**src/rtl/axis_skid_buffer.sv**
```systemverilog
// axis_skid_buffer
//
// Two-entry valid/ready pipeline register (skid buffer) for a data+last
// stream. Every output is driven directly from a flop, so there is no
// combinational path from s_valid to m_valid or from m_ready to s_ready.
// The buffer sustains one beat per cycle while the downstream is ready.
// When the downstream stalls, the second register (the skid entry) absorbs
// the one beat that was already in flight.
//
// Handshake: a beat transfers on a rising clk edge where valid and ready are
// both 1. Once valid is raised it stays high, with its payload stable, until
// that transfer happens. s_ready is registered, so an upstream beat offered
// while s_ready=1 is always taken at that edge.
//
// Ports
//   clk        in   1        clock, rising edge
//   rst_n      in   1        synchronous active-low reset
//   s_valid    in   1        upstream beat valid
//   s_ready    out  1        buffer can accept a beat (registered)
//   s_data     in   DATA_W   upstream payload
//   s_last     in   1        upstream end-of-packet flag
//   m_valid    out  1        downstream beat valid (registered)
//   m_ready    in   1        downstream accepts beat
//   m_data     out  DATA_W   downstream payload (registered)
//   m_last     out  1        downstream end-of-packet flag (registered)
//   state_dbg  out  2        current occupancy state (0=EMPTY, 1=ONE, 2=FULL)

`timescale 1ns/1ps

module axis_skid_buffer #(
   parameter int DATA_W = 32
) (
   input  logic              clk,
   input  logic              rst_n,
   input  logic              s_valid,
   output logic              s_ready,
   input  logic [DATA_W-1:0] s_data,
   input  logic              s_last,
   output logic              m_valid,
   input  logic              m_ready,
   output logic [DATA_W-1:0] m_data,
   output logic              m_last,
   output logic [1:0]        state_dbg
);

   typedef enum logic [1:0] {
      ST_EMPTY = 2'd0,
      ST_ONE   = 2'd1,
      ST_FULL  = 2'd2
   } state_t;

   state_t              state;
   state_t              state_nxt;

   logic                s_ready_q;
   logic [DATA_W-1:0]   m_data_q;
   logic                m_last_q;
   logic [DATA_W-1:0]   sk_data_q;
   logic                sk_last_q;

   logic                acc;
   logic                snd;
   logic                load_out;
   logic                load_out_from_skid;
   logic                load_skid;

   // m_valid is a decode of the state flops only, so it stays free of
   // combinational input paths. sk_valid is equivalent to state == ST_FULL.
   assign m_valid   = (state != ST_EMPTY);
   assign s_ready   = s_ready_q;
   assign m_data    = m_data_q;
   assign m_last    = m_last_q;
   assign state_dbg = state;

   assign acc = s_valid & s_ready_q;
   assign snd = m_valid & m_ready;

   always_comb begin
      state_nxt          = state;
      load_out           = 1'b0;
      load_out_from_skid = 1'b0;
      load_skid          = 1'b0;
      case (state)
         ST_EMPTY: begin
            if (acc) begin
               state_nxt = ST_ONE;
               load_out  = 1'b1;
            end
         end
         ST_ONE: begin
            if (acc && snd) begin
               load_out = 1'b1;
            end else if (acc && !snd) begin
               // Output is stalled: park the incoming beat in the skid entry.
               state_nxt = ST_FULL;
               load_skid = 1'b1;
            end else if (!acc && snd) begin
               state_nxt = ST_EMPTY;
            end
         end
         ST_FULL: begin
            // s_ready is low here, so no upstream beat can arrive.
            if (snd) begin
               state_nxt          = ST_ONE;
               load_out           = 1'b1;
               load_out_from_skid = 1'b1;
            end
         end
         default: begin
            state_nxt = ST_EMPTY;
         end
      endcase
   end

   always_ff @(posedge clk) begin
      if (!rst_n) begin
         state     <= ST_EMPTY;
         s_ready_q <= 1'b0;
         m_data_q  <= '0;
         m_last_q  <= 1'b0;
         sk_data_q <= '0;
         sk_last_q <= 1'b0;
      end else begin
         state     <= state_nxt;
         // s_ready is computed from the next state so that it is high exactly
         // when the skid entry will be free in the coming cycle.
         s_ready_q <= (state_nxt != ST_FULL);
         if (load_out) begin
            if (load_out_from_skid) begin
               m_data_q <= sk_data_q;
               m_last_q <= sk_last_q;
            end else begin
               m_data_q <= s_data;
               m_last_q <= s_last;
            end
         end
         if (load_skid) begin
            sk_data_q <= s_data;
            sk_last_q <= s_last;
         end
      end
   end

endmodule

```
**config.mk**
```make
export PLATFORM = sky130hd
export DESIGN_NAME = axis_skid_buffer
export DESIGN_NICKNAME = d
export VERILOG_FILES = /design/src/rtl/axis_skid_buffer.sv
export SDC_FILE = /design/constraint.sdc
export NUM_CORES = 1
export LEC_CHECK = 0
export BUFFER_PORTS_ARGS = -buffer_cell sky130_fd_sc_hd__buf_2
export CAP_MARGIN = 20
export CORE_UTILIZATION = 40
export DETAILED_ROUTE_END_ITERATION = 16
export PLACE_DENSITY = 0.66
export SLEW_MARGIN = 20
export SYNTH_ARGS = -nofsm -noshare
export SYNTH_HDL_FRONTEND = slang
export SYNTH_SLANG_ARGS = --single-unit
```
**constraint.sdc**
```tcl
create_clock -name clk -period 3.25 [get_ports clk]
set_input_delay 0.1625 -clock clk [delete_from_list [all_inputs] [get_ports clk]]
set_output_delay 0.1625 -clock clk [all_outputs]
set_load 0.005 [all_outputs]
```
==> results of run 1 <==
state kept, by name, indices dropped and copies added (netlist names):
register and cells:
s_ready 1, state_dbg 2, sk_data_q 32, sk_last_q 1, m_last 1, m_data 32
metal layers:
layer,global-route usage,routed length (um),up-vias
met5,0,0,-
met4,0.0727,81,0
met3,0.0529,215,6
met2,0.268,2810,47
met1,0.218,2860,1097
li1,-,-,1192
cell type report:
| type | instances | area, sq um | share of cell area |
|---|---|---|---|
| multi-input cells | 215 | 1300 | 0.383 |
| repair buffers | 76 | 400 | 0.118 |
| clock inverters | 4 | 47.5 | 0.0140 |
| well taps | 96 | 120 | 0.0354 |
| clock buffers | 12 | 145 | 0.0427 |
| flip-flops and latches | 69 | 1380 | 0.407 |
logic make-up after synthesis:
group	after synthesis	share of synthesized area
AOI/OAI and AO/OA	104	0.217
buffers and inverters	25	0.0510
DFF	69	0.490
muxes	33	0.117
and+or+nand+nor	78	0.124
worst min-delay path, stage by stage:
cell	delay (ps)
buf_2	100
nand2_1	50
a21boi_1	50
layout by cell type (no fill, tap or decap):
cell type and n:
or2_1 1, or4b_2 1, a21boi_1 33, o211ai_4 1
dfxtp_1 69, nand4b_1 2, clkbuf_1 2, nand2b_1 1
o21a_1 1, buf_2 73, and2_1 1, clkbuf_8 10
mux2i_1 33, clkinvlp_4 1, o21ai_1 34, nand3_1 1
clkinv_2 2, bufinv_16 1, nand2_2 1, nand2_1 66
nor4b_4 1, buf_12 1, nor2b_1 1, buf_4 2
nand3b_1 2, a21oi_1 35
metrics by stage:
stage          power, W  area, sq um  std cells  hold slack (ps)   util
2_1_floorplan   0.00104         2820        309              297      -
3_3_place_gp    0.00113         3200        456              413  0.472
3_5_place_dp    0.00113         3200        456              422  0.472
4_1_cts         0.00181         3400        472             55.1  0.500
5_1_grt         0.00188         3400        472             60.8  0.500
6_report        0.00179         3400        472             73.5  0.500
power groups by stage:
| stage | registers, W | logic (W) | clock network (W) |
|---|---|---|---|
| 4_1_cts | 0.000917 | 0.000197 | 0.000701 |
| 6_report | 0.000917 | 0.000195 | 0.000682 |
| 5_1_grt | 0.000922 | 0.000217 | 0.000741 |
| 3_3_place_gp | 0.000936 | 0.000193 | 0 |
| 3_5_place_dp | 0.000936 | 0.000196 | 0 |
| 2_1_floorplan | 0.000937 | 0.000105 | 0 |
Yosys cell counts:
cell,number
buf_4,1
or4b_1,1
or2_1,1
a21oi_1,35
o21ai_1,34
and2_1,1
nand3_1,1
nor4b_4,1
dfxtp_1,69
clkbuf_1,7
nand2b_1,1
a21boi_1,33
o211ai_2,1
buf_2,13
buf_6,4
o21a_1,1
nand4b_1,2
nand3b_1,2
nor2b_1,1
mux2i_1,33
nand2_2,1
nand2_1,66
how the worst max path moves through the flow:
stage,startpoint,to,slack [ps]
after floorplan,s_ready$_SDFF_PN0_,sk_data_q[27]$_SDFFE_PN0P_,1780
after CTS,state_dbg[1]$_SDFF_PN0_,m_data[17]$_SDFFE_PN0P_,1280
after global placement,s_ready$_SDFF_PN0_,sk_data_q[8]$_SDFFE_PN0P_,1250
after detailed placement,state_dbg[1]$_SDFF_PN0_,m_data[17]$_SDFFE_PN0P_,1310
final,state_dbg[1]$_SDFF_PN0_,m_data[30]$_SDFFE_PN0P_,1290
after global routing,state_dbg[1]$_SDFF_PN0_,m_data[18]$_SDFFE_PN0P_,1100
==> impl_metrics.ini, run 1 <==
[worst_hold_path]
hold_end = sk_data_q[4]$_SDFFE_PN0P_
hp-start = s_data[4]
whs_path_depth = 3
hp-class = input port to flip-flop

[logic_synthesis]
syn_avg_cell_area_sq_um = 9.12
synth_seq_cells = 69
netlist_top_cells_area = dfxtp_1 (49%), mux2i_1 (12%), a21boi_1 (8.8%)
synth_cell_type_count = 22
synth_largest_area_cell = dfxtp_1
syn_area_sq_mm = 0.00282
synth_top_cell_area_share = 0.490
ys_warn_count = 0
netlist_instances = 309
syn_nets = 346
yosysSeqAreaShare = 0.490

[place]
portBuffers = 73
pre_cts_ws_ps = 1310
place_congestion = 0.738
place_hpwl_um = 3690

[setup_path]
r2r_end = m_data[30]$_SDFFE_PN0P_
r2r_start = state_dbg[1]$_SDFF_PN0_
crit_required_ps = 3510
critical-path-max-stage-delay_ps = 680
crit_fanout = 38
worstSetupPathType = flip-flop to flip-flop
cp-end-kind = flip-flop
r2r_slack_ps = 1290
slowest_stage = o211ai_4
path_buf_inv = 1
startpoint_type = flip-flop
critPathArrivalTime_ps = 2230
cp_top_family = compound AO/OA/AOI/OAI gates
path_cells = or2_1 -> o211ai_4 -> buf_12 -> o21ai_1 -> a21oi_1
rr_worst_depth = 5
cp.depth = 5

[timing]
tightest_slew_ps = 1030
fin_ws_ps = 1290
timing.setup.tns_ps = 0
maxSlewHeadroom = 0.313
drv_slew = 0
hold_viol = 0
period_needed_ps = 1960
max_freq_mhz = 509
fin_skew_ps = 5.87
rsz0062_at_grt = no
setup_viol = 0
fin_crit_sh = 0.604

[final_layout]
nets = 408
syn_to_final_growth_pct = 20.5
fillers = 660
drive_gt1_frac = 0.250
num_antenna_cells = 0

[clocking]
cts_buffer_depth = 2
cts_resized = 0
cts_sinks = 69
htree_levels = 3
numCtsBuffers = 9
cts_hold_buf = 0
insertion_delay_ps = 330
cts_tree = built
cts-root-buf = clkbuf_8
postCtsSetupBuffers = 0
clk_pin_slew_ps = 70

[die]
die_h_um = 86.0
die-area_sq_mm = 0.00739
die_w_um = 86.0
ios = 74
rows = 30
start_util = 0.415
core_area_sq_mm = 0.00679

[drt]
post_drt_wl_per_cell_um = 12.6
drcViolationCount = 0
viasPerCell = 4.96
firstDrtPassIters = 4
totalWireLength_um = 5960
dr.first_iter.drc_count = 56
ant_nets = 0
num_vias = 2342

[grt]
grt_usage = 0.171
grt-ovfl-total = 0
grt_max_degree = 70
antenna_found_initial = 0
grt_pass1_vias = 2092
grt_first_pass_wirelength_um = 9740

[pwr]
power.share.sequential = 0.511
p_sw_w = 0.000436
combPwrFrac = 0.109
p_per_area_mw_per_mm2 = 528
sw_frac_of_total = 0.243
leakage_nw = 1.59
p_clk_frac = 0.380
p_int_w = 0.00136
worst_ir_drop_vdd_v = 0.000240

[flow_run]
cap_violations = 0

[status]
status = finished clean
Power figures use the tool's default switching activity.
==> run 2: changes to the inputs <==
Settings changed: PLACE_DENSITY 0.66 to 0.69.
Clock period 3.25 ns to 1.6 ns, I/O delays scaled along.
==> impl_metrics.ini, run 2 (same netlist as run 1, synthesis figures left out) <==
[status]
status = finished clean

[drt]
viasPerCell = 4.84
totalWireLength_um = 6310
post_drt_wl_per_cell_um = 12.4
ant_nets = 0
firstDrtPassIters = 4
dr.first_iter.drc_count = 88
drcViolationCount = 0
num_vias = 2475

[grt]
antenna_found_initial = 0
grt-ovfl-total = 0
grt_usage = 0.175
grt_pass1_vias = 2205
grt_max_degree = 70
grt_first_pass_wirelength_um = 10100

[pwr]
leakage_nw = 1.79
p_per_area_mw_per_mm2 = 1020
report.power.total_w = 0.00391
worst_ir_drop_vdd_v = 0.000373

[timing]
fin_skew_ps = 8.82
drv_slew = 0
rsz0062_at_grt = no
period_needed_ps = 1520
timing.setup.tns_ps = 0
tightest_slew_ps = 290
fin_crit_sh = 0.947
hold_viol = 0
maxSlewHeadroom = 0.806
setup_viol = 0
max_freq_mhz = 660

[clocking]
cts_hold_buf = 31
insertion_delay_ps = 330
cts_buffer_depth = 2
cts_resized = 0
numCtsBuffers = 9
clk_pin_slew_ps = 70
postCtsSetupBuffers = 0
htree_levels = 3
cts_tree = built
cts_sinks = 69
cts-root-buf = clkbuf_8

[place]
place_hpwl_um = 3860
place_congestion = 0.737
portBuffers = 73
numPlacedInstances = 464

[die]
core_area_sq_mm = 0.00679
start_util = 0.415
die_w_um = 86.0
die_h_um = 86.0
ios = 74
rows = 30
die-area_sq_mm = 0.00739

[worst_hold_path]
hp-class = input port to flip-flop

[final_layout]
drive_gt1_frac = 0.243
stdcell_count = 511
syn_to_final_growth_pct = 36.2
final_common_cell = buf_2
fin_util = 0.565
nets = 447
fillers = 626
most-common-layout-cells = buf_2 (73), dfxtp_1 (69), nand2_1 (66)
multi_input_area_sq_mm = 0.00130
num_antenna_cells = 0
seqCellArea_sq_mm = 0.00138

[setup_path]
worstSetupPathType = flip-flop to flip-flop
crit_required_ps = 1850
crit_fanout = 48
startpoint_type = flip-flop
critPathArrivalTime_ps = 1770
cp-end-kind = flip-flop

[flow_run]
cap_violations = 0
[run 2: cell count changes in the layout (fill, tap and decap cells not counted), sizes merged]
cell / previous run / this run
clkbuf: 12 / 13
clkinv: 2 / 0
bufinv: 1 / 2
dlygate4sd3: 0 / 31
buf: 76 / 84
[run 2: layout make-up]
type	instances	share of cell area
flip-flops and latches	69	0.360
well taps	96	0.0313
clock inverters	3	0.0176
clock buffers	13	0.0414
repair buffers	115	0.211
multi-input cells	215	0.339
[run 2: through the flow]
stage | hold slack [ps] | setup WS [ps] | instance area [sq um]
after floorplan | 215 | 131 | 2820
after global placement | 331 | 162 | 3300
after detailed placement | 338 | 122 | 3300
after CTS | 0.936 | 83.3 | 3840
after global routing | 4.67 | 14.4 | 3840
final | 18.7 | 84.2 | 3840
[run 2: power breakdown]
group          leakage (nW)  total [W]  switching (W)  internal [W]
sequential            0.564    0.00186      0.0000489       0.00181
clock                 0.110    0.00158       0.000614      0.000965
combinational          1.11   0.000472       0.000224      0.000248
[run 2: final timing paths]
check / start / end / slack (ps) / cells past startpoint
setup / recovery: state_dbg[0]$_SDFF_PN0_ / m_data[22]$_SDFFE_PN0P_ / 80 / 5
hold / removal: s_data[30] / sk_data_q[30]$_SDFFE_PN0P_ / 20 / 3
setup reg to reg: state_dbg[0]$_SDFF_PN0_ / m_data[22]$_SDFFE_PN0P_ / 80 / 5
hold reg to reg: sk_data_q[17]$_SDFFE_PN0P_ / sk_data_q[17]$_SDFFE_PN0P_ / 450 / 2
[run 2: worst max-delay path, stage by stage, from the launching register on]
cell and delay, ps:
dfxtp_1 380, or2_1 320, o211ai_4 240, buf_12 260
o21ai_1 80, a21oi_1 150
[run 2: metal layers]
layer / up-vias / share of wire / wire length [um] / global-route usage
met5: - / 0 / 0 / 0
met4: 0 / 0.012 / 77 / 0.0833
met3: 6 / 0.027 / 168 / 0.0327
met2: 49 / 0.50 / 3180 / 0.318
met1: 1152 / 0.46 / 2880 / 0.197
li1: 1268 / - / - / -
